===== src/rtl/mod_updown_counter.sv =====
// Up/down/load counter with wrap or saturate, clock-enable prescaler, and registered status flags.
// Count changes one cycle after a tick or load edge; there is no backpressure, and En=0 freezes all state.
module mod_updown_counter #(
  parameter int WIDTH     = 8,
  parameter int MODULUS   = 256,
  parameter int PRESCALE  = 1,
  parameter int RESET_VAL = 0
) (
  input  logic             Clk,
  input  logic             reset,
  input  logic             En,
  input  logic [1:0]       Mode,
  input  logic [WIDTH-1:0] LoadVal,
  input  logic             Sat,
  output logic [WIDTH-1:0] Count,
  output logic             TC,
  output logic             Zero,
  output logic             AtMax,
  output logic             SatFlag
);

  localparam logic [WIDTH-1:0] MAX_VAL = WIDTH'(MODULUS - 1);
  localparam logic [WIDTH-1:0] RST_VAL = WIDTH'(RESET_VAL);
  localparam int               PS_W    = (PRESCALE > 1) ? $clog2(PRESCALE) : 1;
  localparam logic [PS_W-1:0]  PS_LAST = PS_W'(PRESCALE - 1);

  localparam logic [1:0] MODE_UP   = 2'b01;
  localparam logic [1:0] MODE_DOWN = 2'b10;
  localparam logic [1:0] MODE_LOAD = 2'b11;

  logic [PS_W-1:0]  ps;
  logic [PS_W-1:0]  ps_nxt;
  logic [WIDTH-1:0] count_nxt;
  logic             tc_nxt;
  logic             sat_nxt;

  // Limits are compared at WIDTH bits, so a full-range modulus never relies on overflow.
  always_comb begin
    count_nxt = Count;
    ps_nxt    = ps;
    tc_nxt    = 1'b0;
    sat_nxt   = SatFlag;
    if (En) begin
      case (Mode)
        MODE_LOAD: begin
          count_nxt = (LoadVal > MAX_VAL) ? MAX_VAL : LoadVal;
          ps_nxt    = '0;
          sat_nxt   = 1'b0;
        end
        MODE_UP, MODE_DOWN: begin
          if (ps == PS_LAST) begin
            ps_nxt = '0;
            if (Mode == MODE_UP) begin
              if (Count != MAX_VAL) begin
                count_nxt = Count + WIDTH'(1);
              end else if (Sat) begin
                sat_nxt = 1'b1;
              end else begin
                count_nxt = '0;
                tc_nxt    = 1'b1;
              end
            end else begin
              if (Count != '0) begin
                count_nxt = Count - WIDTH'(1);
              end else if (Sat) begin
                sat_nxt = 1'b1;
              end else begin
                count_nxt = MAX_VAL;
                tc_nxt    = 1'b1;
              end
            end
          end else begin
            ps_nxt = ps + PS_W'(1);
          end
        end
        default: ;
      endcase
    end
  end

  // Flags decode the next count so they line up with Count on the same cycle.
  always_ff @(posedge Clk) begin
    if (reset) begin
      Count   <= RST_VAL;
      ps      <= '0;
      TC      <= 1'b0;
      SatFlag <= 1'b0;
      Zero    <= (RST_VAL == '0);
      AtMax   <= (RST_VAL == MAX_VAL);
    end else begin
      Count   <= count_nxt;
      ps      <= ps_nxt;
      TC      <= tc_nxt;
      SatFlag <= sat_nxt;
      Zero    <= (count_nxt == '0);
      AtMax   <= (count_nxt == MAX_VAL);
    end
  end

endmodule


===== config.mk =====
export PLATFORM = sky130hd
export DESIGN_NAME = mod_updown_counter
export DESIGN_NICKNAME = d
export VERILOG_FILES = /design/src/rtl/mod_updown_counter.sv
export SDC_FILE = /design/constraint.sdc
export NUM_CORES = 1
export LEC_CHECK = 0
export BUFFER_PORTS_ARGS = -buffer_cell sky130_fd_sc_hd__buf_2
export CORE_ASPECT_RATIO = 1.2
export CORE_MARGIN = 10
export CORE_UTILIZATION = 36
export DETAILED_ROUTE_END_ITERATION = 7
export PLACE_DENSITY_LB_ADDON = 0.2
export SYNTH_ARGS = -nofsm -noshare
export SYNTH_HDL_FRONTEND = slang
export SYNTH_SLANG_ARGS = --single-unit

===== constraint.sdc =====
create_clock -name Clk -period 2.2 [get_ports Clk]
set_input_delay 0.22 -clock Clk [delete_from_list [all_inputs] [get_ports Clk]]
set_output_delay 0.22 -clock Clk [all_outputs]
set_load 0.05 [all_outputs]

==> key figures <==
Run status
  • Outcome: complete, but fails checks
  • Failing checks: negative setup slack

Finish
  • Final Util: 53.8%
  • FILL cells: 300
  • P&R area growth vs syn: 41.3%
  • Ant diodes: 0
  • Final nets: 236
  • Layout cell share with drive strength beyond 1: 40.5%
  • Design area: 1670 µm²

Clock network
  • Worst-skew pair later-pin latency: 0.28 ns
  • TritonCTS clock tree: done
  • Max clock buf depth: 2
  • TritonCTS buffer count: 3
  • Clock transition at path regs: 0.09 ns
  • Clock Sinks: 12
  • Clock H-tree levels: 1
  • Root Driver: clkbuf_4

Worst setup path
  • Reg2Reg Setup Slack: -0.02 ns
  • Worst setup path start: Count[1]$_SDFF_PP0_
  • WP data required: 2.39 ns
  • FF-to-FF path depth: 8
  • Setup crit start kind: flip-flop
  • Worst EP arrival: 2.41 ns
  • CP endpoint kind: flip-flop
  • Maximum fanout along the worst path: 5
  • Worst r2r src: Count[1]$_SDFF_PP0_
  • Worst R2R End: AtMax$_SDFF_PP0_
  • Crit path kind: reg -> reg
  • CP endpoint: AtMax$_SDFF_PP0_

Pwr
  • Comb pwr share: 52.6%
  • Total power draw: 0.956 mW
  • Clk network pwr share: 19.1%
  • Flop pwr share: 28.3%
  • Lkg Pwr: 0.728 nW
  • Internal cell power: 0.548 mW
  • Power per Cell Area: 571 nW/µm²
  • Switching Fraction: 42.7%
  • P_sw: 0.408 mW
  • Peak VDD IR: 0.000415 V

Logic synthesis
  • Avg Inst Size Synth: 7.13 µm²
  • Post-synth EDFFs: 0
  • Cell variety after synth: 44
  • Top cell type by total area after synthesis: dfxtp_1
  • Post-Syn Area: 1180 µm²
  • Synth area leaders: dfxtp_1 20%, ha_1 6.3%, a31oi_1 5.8%
  • Syn Nets: 186
  • Top cell type's share of synthesized area: 20.3%
  • Synth Flop Type: dfxtp_1
  • Post-synthesis sequential area ratio: 20.3%
  • Yosys warnings: 0
  • Number of synthesized register bits: 12
  • Synth async-reset ratio: 0%
  • Syn Inst Count: 166

Global route
  • Vias in the first global route: 1,494
  • GR Overflow Total: 0
  • Gr usage total: 14.4%
  • Largest net degree at the start of global routing: 15
  • First-pass GRT wire length: 7290 µm
  • Antenna violations before repair: 0

STA
  • Fmax: 0.451 GHz
  • Slew Limit Fails: 0
  • Final min period: 2.22 ns
  • Setup ws final: -0.0151 ns
  • Final setup vio count: 1
  • Final hold slack: 0.242 ns
  • Final Cycle Share: 101%
  • Unrepaired setup endpoints after global routing: true
  • Worst slew pin tran: 0.411 ns
  • Hold Vio Cnt, Final: 0
  • Slew margin rel.: 72.5%
  • Fin Clk Skew: 0.0109 ns

Job
  • Max Cap Violations: 0

Die
  • Die ar.: 5990 µm²
  • Core region area: 3110 µm²
  • Ports: 26
  • Row Count: 22
  • Starting Density: 38.1%
  • Die Wd: 72.3 µm
  • Die Height: 82.8 µm

Drt
  • DR vias/cell: 6.41
  • Remaining DRCs: 0
  • WL final: 4660 µm
  • Wire per inst: 18.6 µm
  • Met2 wire len: 2190 µm
  • Final ANT Viol Nets: 0
  • Met1 wire length: 1840 µm
  • DRT iter0 DRCs: 172
  • Drt pass-1 iters: 5
  • Max Used Layer: met4
  • Via count: 1,608
  • DR WL met3: 487 µm

Placement
  • PortBufs: 25
  • Hpwl dp: 3600 µm
  • Placed cell areas: 1580 µm²
  • RD Place Congestion: 0.958

Hold path
  • Hold/Removal Path Class: in -> reg
[registers in the layout, indices dropped and copies added, names as in the netlist]
| name | count |
|---|---|
| Count | 8 |
| AtMax | 1 |
| SatFlag | 1 |
| TC | 1 |
| Zero | 1 |
[metrics by stage]
| step | instances | setup TNS [ns] | setup WS, ns |
|---|---|---|---|
| finish | 251 | -0.0151 | -0.0151 |
| global route | 251 | -0.124 | -0.0967 |
| CTS | 251 | 0 | 0.0112 |
| detailed placement | 247 | 0 | 0.0306 |
| global placement | 247 | 0 | 0.0158 |
| floorplan | 166 | -0.0126 | -0.0126 |
[synth_stat cells, types with 6 or more instances]
cell      instances
a211oi_1          6
a21oi_1          11
a31oi_1          11
clkbuf_1          9
dfxtp_1          12
ha_1              6
inv_1             8
nand2_1           9
nand3_1           9
nor2_1           18
o21ai_0           6
[worst min path at each step]
| stage | start | to | slack, ns | cells after the start |
|---|---|---|---|---|
| after floorplan | reset | Count[1]$_SDFF_PP0_ | 0.29 | 1 |
| after global placement | En | SatFlag$_SDFFE_PP0P_ | 0.50 | 2 |
| after detailed placement | En | SatFlag$_SDFFE_PP0P_ | 0.53 | 2 |
| after CTS | reset | Count[5]$_SDFF_PP0_ | 0.25 | 2 |
| after global routing | reset | Count[4]$_SDFF_PP0_ | 0.26 | 2 |
| final | En | TC$_SDFF_PP0_ | 0.24 | 3 |
[area by class of cell]
class,instances,area [µm²],share of cell area (%)
flip-flops and latches,12,255,15.3
repair buffers,58,373,22.3
multi-input cells,133,928,55.5
well taps,36,45.0,2.69
inverters,8,35.0,2.09
clock buffers,4,36.3,2.17
[layer usage]
layer  vias to the layer above  GRT usage [%]
li1                        740              -
met1                       728           19.0
met2                       124           22.6
met3                        16           2.50
met4                         0           4.92
met5                         -              0
[what timing repair did]
item / 4_1_cts / 5_1_grt
gates resized for setup: 2 / 11
cloned: 0 / 0
setup endpoints to repair: 1 / 2
pin swaps: 0 / 0
hold buffers: 0 / 0
buffers inserted: 0 / 0
[power groups by stage]
stage | combinational [mW] | sequential, mW | clock [mW]
after floorplan | 0.242 | 0.321 | 0
after global placement | 0.468 | 0.273 | 0
after detailed placement | 0.469 | 0.275 | 0
after CTS | 0.474 | 0.269 | 0.180
after global routing | 0.535 | 0.273 | 0.191
final | 0.503 | 0.270 | 0.182
[placed cells by master (no fill, tap or decap), types with 3 or more instances in the layout]
cell      count
a211oi_1      4
or3_1         3
dfxtp_1       4
buf_2        25
nand4_1       3
buf_4        33
nand2b_1      5
o21ai_0       6
dfxtp_2       6
clkbuf_4      3
nor3_1        4
and3_1        4
a31oi_1       8
inv_1         6
nor2_1       18
nand2_1       9
a31oi_2       3
nor4_1        4
ha_1          5
a21oi_1      11
nand3_1       9
[cells by family after synthesis]
| logic type | count (synthesis) | synth area share (%) |
|---|---|---|
| simple gates | 72 | 34.8 |
| compound gates | 55 | 31.5 |
| buf+inv | 21 | 7.08 |
| flops | 12 | 20.3 |
| fa+ha+maj | 6 | 6.34 |
[worst max-delay path: stages, from the launching register on]
cell     delay [ns]
dfxtp_4        0.37
inv_4          0.06
ha_4           0.12
or4b_4         0.50
o21ai_2        0.13
a21oi_1        0.07
o31a_1         0.27
or3_4          0.37
nor4b_2        0.23
(Power assumes the default switching activity.)
